<file path="src/rtl/ram_access_scheduler_pkg.sv">
// ram_access_scheduler_pkg
//   Shared definitions for the RAM access scheduler and its clear sequencer:
//   - state_t        : scheduler state (IDLE / CLEAR)
//   - calc_mem_size  : word-address width derived from the byte size and word
//                      width, shared with the RAM wrapper so both agree
package ram_access_scheduler_pkg;

  typedef enum logic {
    IDLE  = 1'b0,
    CLEAR = 1'b1
  } state_t;

  // Byte-address bits minus the byte-in-word bits gives the word-address width.
  function automatic int calc_mem_size(input int size_bytes, input int width);
    return size_bytes - $clog2(width / 8);
  endfunction

endpackage

</file>
<file path="src/rtl/ram_clear_sequencer.sv">
// ram_clear_sequencer
//   Sweeps every word address once, from 0 up to the last word, presenting a
//   latched clear value. The sweep starts on a start pulse in IDLE. Start
//   pulses during a sweep are ignored.
// Ports:
//   clk, reset    : clock, asynchronous active-high reset
//   i_start       : one-cycle pulse requesting a sweep
//   i_clear_data  : clear value, latched together with an accepted i_start
//   o_busy        : registered, high while the sweep is in progress
//   o_addr        : word address to write this cycle
//   o_data        : latched clear value
module ram_clear_sequencer
  import ram_access_scheduler_pkg::*;
#(
  parameter int MEM_SIZE  = 4,
  parameter int MEM_WIDTH = 16
) (
  input  logic                 clk,
  input  logic                 reset,
  input  logic                 i_start,
  input  logic [MEM_WIDTH-1:0] i_clear_data,
  output logic                 o_busy,
  output logic [MEM_SIZE-1:0]  o_addr,
  output logic [MEM_WIDTH-1:0] o_data
);

  state_t                r_state;
  state_t                w_next_state;
  logic [MEM_SIZE-1:0]   r_count;
  logic [MEM_WIDTH-1:0]  r_clear_data;
  logic                  w_done;

  // The last word is being written this cycle.
  assign w_done = (r_count == '1);

  always_ff @(posedge clk or posedge reset) begin
    if (reset) begin
      r_state <= IDLE;
    end else begin
      r_state <= w_next_state;
    end
  end

  always_comb begin
    w_next_state = r_state;
    case (r_state)
      IDLE:    if (i_start) w_next_state = CLEAR;
      CLEAR:   if (w_done)  w_next_state = IDLE;
      default: w_next_state = IDLE;
    endcase
  end

  // The counter wraps naturally to 0 after the last word.
  always_ff @(posedge clk or posedge reset) begin
    if (reset) begin
      r_count      <= '0;
      r_clear_data <= '0;
    end else if (r_state == IDLE && i_start) begin
      r_count      <= '0;
      r_clear_data <= i_clear_data;
    end else if (r_state == CLEAR) begin
      r_count      <= r_count + 1'b1;
    end
  end

  assign o_busy = (r_state == CLEAR);
  assign o_addr = r_count;
  assign o_data = r_clear_data;

endmodule

</file>
<file path="src/rtl/ram_access_scheduler.sv">
// ram_access_scheduler
//   Front end for one simple dual-port RAM. The write port is shared between
//   pixel writes and a full-memory clear sweep; the sweep owns the port while
//   it runs. Reads are held off while a write to the same address is
//   presented, so a read never sees a same-cycle write. Read data is returned
//   one cycle after acceptance, with rdDataValid.
// Ports:
//   clk, reset                 : clock, asynchronous active-high reset
//   clearStart, clearData      : clear request pulse and clear value
//   clearBusy                  : clear sweep in progress (registered)
//   wrValid/wrReady, wrAddr,
//   wrData, wrMask             : pixel-write request
//   rdValid/rdReady, rdAddr    : read request
//   rdDataValid, rdData        : read response
//   ramWrite*, ramRead*        : RAM port controls, ramReadData from RAM
module ram_access_scheduler
  import ram_access_scheduler_pkg::*;
#(
  parameter  int MEM_SIZE_BYTES     = 14,
  parameter  int MEM_WIDTH          = 16,
  parameter  int WRITE_STROBE_WIDTH = 4,
  localparam int MEM_SIZE           = calc_mem_size(MEM_SIZE_BYTES, MEM_WIDTH),
  localparam int WRITE_MASK_SIZE    = MEM_WIDTH / WRITE_STROBE_WIDTH
) (
  input  logic                       clk,
  input  logic                       reset,
  input  logic                       clearStart,
  input  logic [MEM_WIDTH-1:0]       clearData,
  output logic                       clearBusy,
  input  logic                       wrValid,
  output logic                       wrReady,
  input  logic [MEM_SIZE-1:0]        wrAddr,
  input  logic [MEM_WIDTH-1:0]       wrData,
  input  logic [WRITE_MASK_SIZE-1:0] wrMask,
  input  logic                       rdValid,
  output logic                       rdReady,
  input  logic [MEM_SIZE-1:0]        rdAddr,
  output logic                       rdDataValid,
  output logic [MEM_WIDTH-1:0]       rdData,
  output logic                       ramWriteCs,
  output logic                       ramWrite,
  output logic [MEM_SIZE-1:0]        ramWriteAddr,
  output logic [MEM_WIDTH-1:0]       ramWriteData,
  output logic [WRITE_MASK_SIZE-1:0] ramWriteMask,
  output logic                       ramReadCs,
  output logic [MEM_SIZE-1:0]        ramReadAddr,
  input  logic [MEM_WIDTH-1:0]       ramReadData
);

  logic                 w_clear_busy;
  logic [MEM_SIZE-1:0]  w_clear_addr;
  logic [MEM_WIDTH-1:0] w_clear_data;
  logic                 w_collision;
  logic                 w_rd_accept;
  logic                 r_rd_vld_p1;

  ram_clear_sequencer #(
    .MEM_SIZE  (MEM_SIZE),
    .MEM_WIDTH (MEM_WIDTH)
  ) u_clear_seq (
    .clk          (clk),
    .reset        (reset),
    .i_start      (clearStart),
    .i_clear_data (clearData),
    .o_busy       (w_clear_busy),
    .o_addr       (w_clear_addr),
    .o_data       (w_clear_data)
  );

  // A write presented to the read address wins; the read waits until the
  // write is withdrawn.
  assign w_collision = wrValid && (wrAddr == rdAddr);
  assign wrReady     = !w_clear_busy;
  assign rdReady     = !w_clear_busy && !w_collision;
  assign w_rd_accept = rdValid && rdReady;

  // RAM controls are forced low while reset is held, even though the
  // requesters may still be driving.
  always_comb begin
    ramWriteCs   = 1'b0;
    ramWrite     = 1'b0;
    ramWriteAddr = '0;
    ramWriteData = '0;
    ramWriteMask = '0;
    ramReadCs    = 1'b0;
    ramReadAddr  = '0;
    if (!reset) begin
      if (w_clear_busy) begin
        ramWriteCs   = 1'b1;
        ramWrite     = 1'b1;
        ramWriteAddr = w_clear_addr;
        ramWriteData = w_clear_data;
        ramWriteMask = '1;
      end else if (wrValid) begin
        ramWriteCs   = 1'b1;
        ramWrite     = 1'b1;
        ramWriteAddr = wrAddr;
        ramWriteData = wrData;
        ramWriteMask = wrMask;
      end
      if (w_rd_accept) begin
        ramReadCs   = 1'b1;
        ramReadAddr = rdAddr;
      end
    end
  end

  // Read response stage: RAM has one cycle of read latency.
  always_ff @(posedge clk or posedge reset) begin
    if (reset) begin
      r_rd_vld_p1 <= 1'b0;
    end else begin
      r_rd_vld_p1 <= w_rd_accept;
    end
  end

  assign rdDataValid = r_rd_vld_p1;
  assign rdData      = ramReadData;
  assign clearBusy   = w_clear_busy;

endmodule

</file>
<file path="config.mk">
export PLATFORM = sky130hd
export DESIGN_NAME = ram_access_scheduler
export DESIGN_NICKNAME = d
export VERILOG_FILES = /design/src/rtl/ram_access_scheduler_pkg.sv /design/src/rtl/ram_clear_sequencer.sv /design/src/rtl/ram_access_scheduler.sv
export SDC_FILE = /design/constraint.sdc
export NUM_CORES = 1
export LEC_CHECK = 0
export CORE_ASPECT_RATIO = 2
export CORE_MARGIN = 2
export CORE_UTILIZATION = 32
export DETAILED_ROUTE_END_ITERATION = 8
export HOLD_SLACK_MARGIN = 0.03
export PLACE_DENSITY = 0.81
export SYNTH_ARGS = -nofsm -noshare
export SYNTH_HDL_FRONTEND = slang
export SYNTH_SLANG_ARGS = --single-unit
</file>
<file path="constraint.sdc">
create_clock -name clk -period 2.15 [get_ports clk]
set_clock_uncertainty 0.05 [all_clocks]
set_input_delay 0.215 -clock clk [delete_from_list [all_inputs] [get_ports clk]]
set_output_delay 0.215 -clock clk [all_outputs]
set_load 0.02 [all_outputs]
</file>
### Word-level counts from Yosys, hierarchy flattened

Index checks and enable logic that the tools add are counted.

| operators by class | value |
|---|---|
| eq/ne operators | 2 |
| bitwise gates (word level) | 1 |
| reduce and logical (&&, ||, !) cells | 7 |
| add/sub/neg operators | 1 |
| multiplexer cells | 21 |

Operators with widths:

| kind | count |
|---|---|
| 13-bit 2-to-1 mux | 7 |
| 16-bit 2-to-1 mux | 3 |
| 13-bit by 1-bit adder with 13-bit output, second input constant | 1 |
| 13-bit equality test | 1 |
| 13-bit equality test, second input constant | 1 |
| 4-bit 2-to-1 mux | 3 |
| 1-bit 2-to-1 mux | 7 |
| 1-bit logical AND | 4 |
| 1-bit logical NOT | 2 |
| 1-bit one-hot mux with 2 select lines | 1 |
| 2-bit nonzero test | 1 |
| 1-bit NOT | 1 |

| storage, ports and cells | value |
|---|---|
| input bits | 83 |
| flip-flop bits (word level) | 31 |
| word-level logic and storage cells | 36 |

### Depth between registers and ports, before layout

Gate-level depths: netlist (run 1).

| depth | value |
|---|---|
| depth in word-level cells | 7 |
| gate-level depth with buffers | 6 |
| gate-level depth less buffers | 5 |

### Cells and area by module

A second synthesis (run 1) with hierarchy kept.

| second synthesis, totals | value |
|---|---|
| cell total of the unflattened synthesis | 275 |
| area, all modules | 2202.1 µm² |

By module, submodules not included:

| module | times used | seq. area each (µm²) | cells an instance | area each (µm²) |
|---|---|---|---|---|
| ram_clear_sequencer | 1 | 750.7 | 137 | 1330.0 |
| ram_access_scheduler | 1 | 25.0 | 138 | 872.1 |

### Worst setup path before layout (run 1)

OpenSTA, ideal clock, no wires.

| path | value |
|---|---|
| path type | input port to output port |
| start point | input reset |
| end point | output ramReadAddr[10] |
| data required time | 1.885 ns |
| stages on the path | 5 |
| arrival | 2.130 ns |
| slack | -0.245 ns |
| buffers on the path | 2 |
| path through | buf_2 -> inv_1 -> nand3_1 -> buf_2 -> nor3b_1 |

| on the way | value |
|---|---|
| word-level cells in the longest chain between the ends | 1 |

Ends and longest elaborated chain:

| element | line | text |
|---|---|---|
| from (decl) | ram_access_scheduler.sv:26 | `input logic reset,` |
| 13-bit 2-to-1 mux | ram_access_scheduler.sv:87 | `if (!reset) begin` |
| to (decl) | ram_access_scheduler.sv:46 | `output logic [MEM_SIZE-1:0] ramReadAddr,` |

No other way between the ends.

### Final worst setup path (run 1)

| path | value |
|---|---|
| start point | input reset |
| end point | output ramWriteAddr[7] |

| on the way | value |
|---|---|
| word-level cells in the longest chain between the ends | 1 |

Ends and longest elaborated chain:

| element | line | text |
|---|---|---|
| 13-bit 2-to-1 mux | ram_access_scheduler.sv:87 |  |
| to (decl) | ram_access_scheduler.sv:42 | `output logic [MEM_SIZE-1:0] ramWriteAddr,` |

No other way between the ends.

==> results of run 1 <==
## flip-flops by register name (all words and copies together) (netlist names)
name / flops
rdDataValid: 1
u_clear_seq.o_data: 16
u_clear_seq.o_busy: 1
u_clear_seq.o_addr: 13
## area by class of cell
| type | count | area (µm²) |
|---|---|---|
| timing repair buffer | 138 | 1376 |
| sequential | 31 | 777.0 |
| fill | 601 | 2975 |
| clock buffer | 7 | 132.6 |
| tap | 88 | 110.1 |
| multi-input combinational | 200 | 1175 |
| inverter | 5 | 22.52 |
## Yosys cell counts (3+ instances only)
library cell / instances / area share (%)
nand3_1: 5 / 1.2
nor3b_1: 14 / 4.9
nand4_1: 7 / 2.0
a21oi_1: 3 / 0.70
o21ai_0: 5 / 1.2
o31ai_1: 3 / 1.0
a22oi_1: 17 / 5.9
xnor2_1: 13 / 5.3
nor2_1: 41 / 7.2
inv_1: 5 / 0.87
dfrtp_1: 31 / 36
mux2i_1: 17 / 7.9
nand2_1: 62 / 11
buf_2: 7 / 1.6
clkbuf_1: 7 / 1.2
buf_4: 18 / 6.3
## power groups by stage
stage	registers [µW]	logic (µW)	clock network (µW)
floorplan	796	426	0
global placement	832	697	0
detailed placement	839	719	0
CTS	833	693	672
global route	850	755	698
finish	840	687	653
## through the flow
step	cells	setup TNS, ns	area (µm²)
2_1_floorplan	269	0	2152
5_1_grt	469	-0.3445	3593
3_5_place_dp	458	-5.078	3397
3_3_place_gp	458	-4.604	3397
6_report	469	0	3593
4_1_cts	468	-0.02317	3563
## final timing paths
kind                                          to  cells past startpoint                   from
hold reg to reg            u_clear_seq.o_data[5]                      2  u_clear_seq.o_data[5]
setup reg to reg           u_clear_seq.o_addr[8]                      5     u_clear_seq.o_busy
min in group clk                      rdData[14]                      0        ramReadData[14]
setup / recovery                 ramWriteAddr[7]                      6                  reset
hold / removal                       rdDataValid                      3                  reset
max in group asynchronous     u_clear_seq.o_busy                      3                  reset
## worst max-delay path, cell delays in order
cell,delay [ns]
clkdlybuf4s50_1,0.48
clkinvlp_4,0.14
o21ai_2,0.08
buf_12,0.15
nor2_1,0.11
clkdlybuf4s50_1,0.63
## metal layers
metal  track usage (%)  vias to the layer above  wire, µm  part of all wire [%]
li1                  -                     1110         -                     -
met2             38.36                      118      4087                    55
met3             5.065                       30       542                   7.3
met5                 0                        -         0                     0
met4             12.23                        0       421                   5.7
met1             18.60                     1093      2350                    32
## what timing repair did
action	4_1_cts	5_1_grt
gates resized for setup	82	17
endpoints found under the setup margin	36	32
gates cloned	1	0
pin swaps	11	4
buffers inserted	2	1
## logic make-up after synthesis
group,after synthesis
xor gates and xnor gates,13
adders and majority gates,1
AOI/OAI and AO/OA,34
DFF,31
buffers and inverters,38
muxes,17
and+or+nand+nor,135
==> flow_summary.json, run 1 <==
{
  "grt_util_all_layers_pct": 20.79,
  "core_area_mm2": 0.006569,
  "avgSynthCellArea_um2": 7.986,
  "worstSkewPairLatency_ns": 0.27,
  "dp_hpwl_um": 5600,
  "ir_drop_uv": 453.0,
  "synth_ff_type": "dfrtp_1",
  "synthesis.nets": 353,
  "ios": 152,
  "p_sw_share_pct": 32.59,
  "min_period_ns": 2.081,
  "grt_pass1_vias": 2381,
  "required_ns": 1.88,
  "yosys.area_share.xor_xnor_pct": 5.300,
  "place.gp.congestion": 0.8118,
  "antenna_cells": 0,
  "crit_path_max_fanout": 13,
  "p_sw_uw": 710.6,
  "drtIter0Drc": 63,
  "final_common_cell": "nand2_1",
  "grt_pass1_wl_um": 11390,
  "leakage_uw": 0.001806,
  "nets": 465,
  "total_power_uw": 2180,
  "relSlewSlack_pct": 74.43,
  "synth.area.mux_share_pct": 7.921,
  "layout_common_cells": "61 x nand2_1, 56 x clkdlybuf4s50_1, 41 x nor2_1",
  "globalRouteOverflowTotal": 0,
  "synth_fa_ha_area_share_pct": 0.5824,
  "remaining_drc_errors": 0,
  "die_area_mm2": 0.007424,
  "start_util_pct": 32.70,
  "hp-class": "in -> async",
  "setup_viol": 0,
  "die_x_um": 61.94,
  "synth_cell_types": 28,
  "power.density_mw_per_mm2": 606.7,
  "p_clk_share_pct": 30.0,
  "max_freq_mhz": 480.6,
  "clock-sinks": 31,
  "synth_edf_count": 0,
  "synthCells": 269,
  "tightest_slew_ns": 0.3835,
  "run_status": "finished, final reports clean",
  "synth.ff_latch_count": 31,
  "avgViaCountPerCell": 5.013,
  "areaGrowthSynthToFinish_pct": 67.27,
  "place_ws_ns": -0.3186,
  "ctsHoldBuffers": 0,
  "maxSlewViolCount": 0,
  "maxCapViolations": 0,
  "cts_buffers": 5,
  "async_flop_share_pct": 100.0,
  "die_h_um": 119.9,
  "wl_um": 7402,
  "pwr-share-comb_pct": 31.5,
  "crit_arrival_ns": 1.82,
  "root_buffer": "clkbuf_16",
  "cts.htree.levels": 2,
  "regToRegSetupSlack_ns": 0.45,
  "p_int_uw": 1470,
  "cts_buffer_depth": 2,
  "ys_warn_count": 0,
  "grt_max_degree": 31,
  "drive_gt1_share_pct": 10.50,
  "fin_ws_ns": 0.06946,
  "worstSetupStartpointType": "input pin",
  "antenna_found_initial": 0,
  "vias": 2351,
  "crit_type": "in -> out",
  "hold_viol_final": 0,
  "seqPwrFrac_pct": 38.5,
  "row_count": 42,
  "synthSimpleGateAreaFrac_pct": 28.71,
  "synth_top_family_by_area": "simple AND/OR/NAND/NOR gates",
  "wl_per_cell_um": 15.78,
  "post-route-period-util_pct": 96.77,
  "synth_compound_area_share_pct": 10.83,
  "final_util_pct": 54.70,
  "cts_tree": "yes",
  "first_pass_iters": 5,
  "hold_ws_ns": 0.3029,
  "ant_nets": 0,
  "synth_area_mm2": 0.002148,
  "clk_pin_slew_ns": 0.05,
  "ys_seq_area_share_pct": 36.11,
  "portBuffers": 119,
  "end_kind": "output pin"
}
Power figures use the tool's default switching activity.
==> inputs of run 2 (changes only) <==
--- a/config.mk
+++ b/config.mk
@@ -10,7 +10,8 @@
 export CORE_UTILIZATION = 32
 export DETAILED_ROUTE_END_ITERATION = 8
 export HOLD_SLACK_MARGIN = 0.03
-export PLACE_DENSITY = 0.81
+export PLACE_DENSITY = 0.8
 export SYNTH_ARGS = -nofsm -noshare
 export SYNTH_HDL_FRONTEND = slang
+export SYNTH_HIERARCHICAL = 1
 export SYNTH_SLANG_ARGS = --single-unit
==> constraint.sdc (replaced) <==
create_clock -name clk -period 2.15 [get_ports clk]
set_clock_uncertainty 0.05 [all_clocks]
set_input_delay 0.215 -clock clk [delete_from_list [all_inputs] [get_ports clk]]
set_output_delay 0.215 -clock clk [all_outputs]
set_load 0.05 [all_outputs]
==> run 2 against run 1 <==
Net effect:
- register-to-register slack lost 0.05 ns
- largest power group is now combinational logic
- wire length increased by 8.1%
- utilization rose by 8.1 points
- critical path type unchanged
==> flow_summary.json, run 2 <==
{
  "avgViaCountPerCell": 5.304,
  "max_freq_mhz": 476.0,
  "critical-path-top-delay-family": "buffers and inverters",
  "r2r_end": "u_clear_seq/o_addr[12]",
  "cts_buffers": 5,
  "ys_warn_count": 6,
  "layout_common_cells": "57 x nand2_1, 40 x clkdlybuf4s50_1, 38 x buf_12",
  "reg2reg_depth": 4,
  "crit_path_max_fanout": 8,
  "core_area_mm2": 0.006621,
  "drtIter0Drc": 82,
  "multi_input_comb_area_mm2": 0.001406,
  "synth_edf_count": 0,
  "synth_cell_types": 30,
  "synth.area.mux_share_pct": 1.818,
  "synthTopCellsByCount": "57 x nand2_1, 40 x nor2_1, 31 x dfrtp_1",
  "regToRegSetupSlack_ns": 0.40,
  "worstSetupStartpointType": "input pin",
  "placed_area_mm2": 0.003906,
  "ir_drop_uv": 417.2,
  "root_buffer": "clkbuf_16",
  "end_kind": "output pin",
  "leakage_uw": 0.001796,
  "regArea_um2": 779.5,
  "maxCapViolations": 0,
  "power.density_mw_per_mm2": 653.0,
  "critPathSlowestCell": "nor4_4",
  "setup_viol": 0,
  "cts_buffer_depth": 2,
  "hold_ws_ns": 0.3480,
  "grt_max_degree": 33,
  "cp.depth": 8,
  "yosysTopAreaCellShare_pct": 35.23,
  "antenna_found_initial": 0,
  "cts.htree.levels": 2,
  "ios": 152,
  "reg2reg_from": "u_clear_seq/o_busy",
  "clk_pin_slew_ns": 0.05,
  "crit_arrival_ns": 1.84,
  "synthSimpleGateAreaFrac_pct": 29.89,
  "yosysMostFrequentCell": "nand2_1",
  "drive_gt1_share_pct": 32.99,
  "crit_type": "in -> out",
  "remaining_drc_errors": 0,
  "antenna_cells": 0,
  "run_status": "finished, final reports clean",
  "async_flop_share_pct": 100.0,
  "portBuffers": 119,
  "synth_area_mm2": 0.002202,
  "wl_per_cell_um": 16.92,
  "synth_top_area_cell": "dfrtp_1",
  "final_common_cell": "nand2_1",
  "die_area_mm2": 0.007602,
  "synthCells": 275,
  "hp-class": "in -> async",
  "cts_tree": "yes",
  "clock-sinks": 31,
  "globalRouteOverflowTotal": 0,
  "ant_nets": 0,
  "grt_util_all_layers_pct": 21.81,
  "worstSkewPairLatency_ns": 0.27,
  "required_ns": 1.88,
  "largest_reg_flops": 16,
  "grt_pass1_wl_um": 13120,
  "vias": 2509,
  "hold_viol_final": 0,
  "min_period_ns": 2.101,
  "design_area_mm2": 0.004161,
  "synth_top_family_by_area": "simple AND/OR/NAND/NOR gates",
  "synthTopCellsByArea": "dfrtp_1 35%, nand2_1 9.7%, a22oi_1 9.2%, nor2_1 6.8%, buf_4 6.1%",
  "synthesis.nets": 359,
  "tightest_slew_ns": 0.6198,
  "dp_hpwl_um": 6024,
  "cp_slowest_stage_delay_ns": 0.35,
  "synth.ff_latch_count": 31,
  "synth_compound_area_share_pct": 15.91,
  "synth_ff_type": "dfrtp_1",
  "relSlewSlack_pct": 58.63,
  "nets": 469,
  "yosys.area_share.xor_xnor_pct": 5.170,
  "cp_num_buf_inv": 4,
  "post-route-period-util_pct": 97.72,
  "wl_um": 8005,
  "fill_cells": 540,
  "place.gp.congestion": 0.7445,
  "first_pass_iters": 4,
  "row_count": 42,
  "areaGrowthSynthToFinish_pct": 88.98,
  "start_util_pct": 33.26,
  "avgSynthCellArea_um2": 8.008,
  "grt_pass1_vias": 2623,
  "ys_seq_area_share_pct": 35.23,
  "maxSlewViolCount": 0,
  "synth_fa_ha_area_share_pct": 0.5682,
  "die_x_um": 62.66,
  "die_h_um": 121.3,
  "crit_chain": "dlygate4sd2_1 -> xnor2_2 -> nand4_1 -> nor4_4 -> buf_4 -> clkbuf_16 -> nor3b_4 -> buf_6"
}
==> run 2: cell types whose count changed after synthesis, sizes merged, moves of 2 or more <==
cell	previous run	this run
nand3	5	7
o21ai	6	3
o311ai	0	4
o41ai	0	4
mux2i	17	4
a22oi	17	27
a21oi	3	8
and3	0	2
nand2b	0	2
o31ai	3	1
nand2	62	57
buf	26	29
inv	5	8
==> run 2: area by class of cell <==
class	instances	share of cell area, %
Tap cell	88	2.646
Sequential cell	31	18.73
Clock buffer	7	3.187
Inverter	8	0.8118
Multi-Input combinational cell	201	33.79
Timing Repair Buffer	138	40.83
==> run 2: layer usage <==
| layer | global-route usage, % | share of wire (%) | vias to the layer above |
|---|---|---|---|
| met2 | 43.01 | 56 | 138 |
| met3 | 4.174 | 7.0 | 34 |
| met5 | 0 | 0 | - |
| met4 | 9.167 | 4.7 | 0 |
| met1 | 21.53 | 32 | 1177 |
| li1 | - | - | 1160 |
==> run 2: what timing repair did <==
| item | in CTS | in global routing |
|---|---|---|
| gates resized for setup | 36 | 5 |
| gates cloned | 1 | 0 |
| setup buffers | 1 | 3 |
| hold endpoints to repair | 1 | 0 |
| endpoints found under the setup margin | 15 | 17 |
| pin swaps | 9 | 2 |
| hold buffers | 1 | 0 |
==> run 2: worst min-delay path, stage by stage <==
cell           delay [ns]
dlygate4sd3_1        0.54
buf_2                0.13
inv_1                0.13
==> run 2: how the worst max path moves through the flow <==
| stage | start | end | slack, ns |
|---|---|---|---|
| 4_1_cts | wrAddr[4] | ramReadAddr[4] | 0.005 |
| 5_1_grt | rdAddr[10] | ramReadAddr[6] | -0.008 |
| 3_3_place_gp | wrAddr[8] | rdReady | -0.15 |
| 6_report | rdAddr[11] | ramReadAddr[6] | 0.05 |
| 2_1_floorplan | u_clear_seq/o_busy | ramWriteAddr[11] | 0.02 |
| 3_5_place_dp | wrAddr[8] | rdReady | -0.19 |
==> run 2: through the flow <==
step	total power [µW]	util, %	worst slack, ns	TNS [ns]	instances
finish	2717	62.85	0.04910	0	473
global route	2846	62.85	-0.008093	-0.03042	473
global placement	2039	58.99	-0.1454	-2.054	460
floorplan	1576	-	0.01691	0	275
detailed placement	2076	58.99	-0.1867	-2.699	460
CTS	2726	62.26	0.005175	0	470
==> run 2: cells by family after synthesis <==
family,count (synthesis)
AO/OA/AOI/OAI,49
AND/OR/NAND/NOR,134
flip-flops,31
adder cells (fa/ha/maj),1
XOR/XNOR,13
multiplexers,4
buffers and inverters,43
==> run 2: report_power, final <==
part | internal [µW] | switching (µW)
Clock | 422 | 228
Sequential | 699 | 161
Combinational | 582 | 625
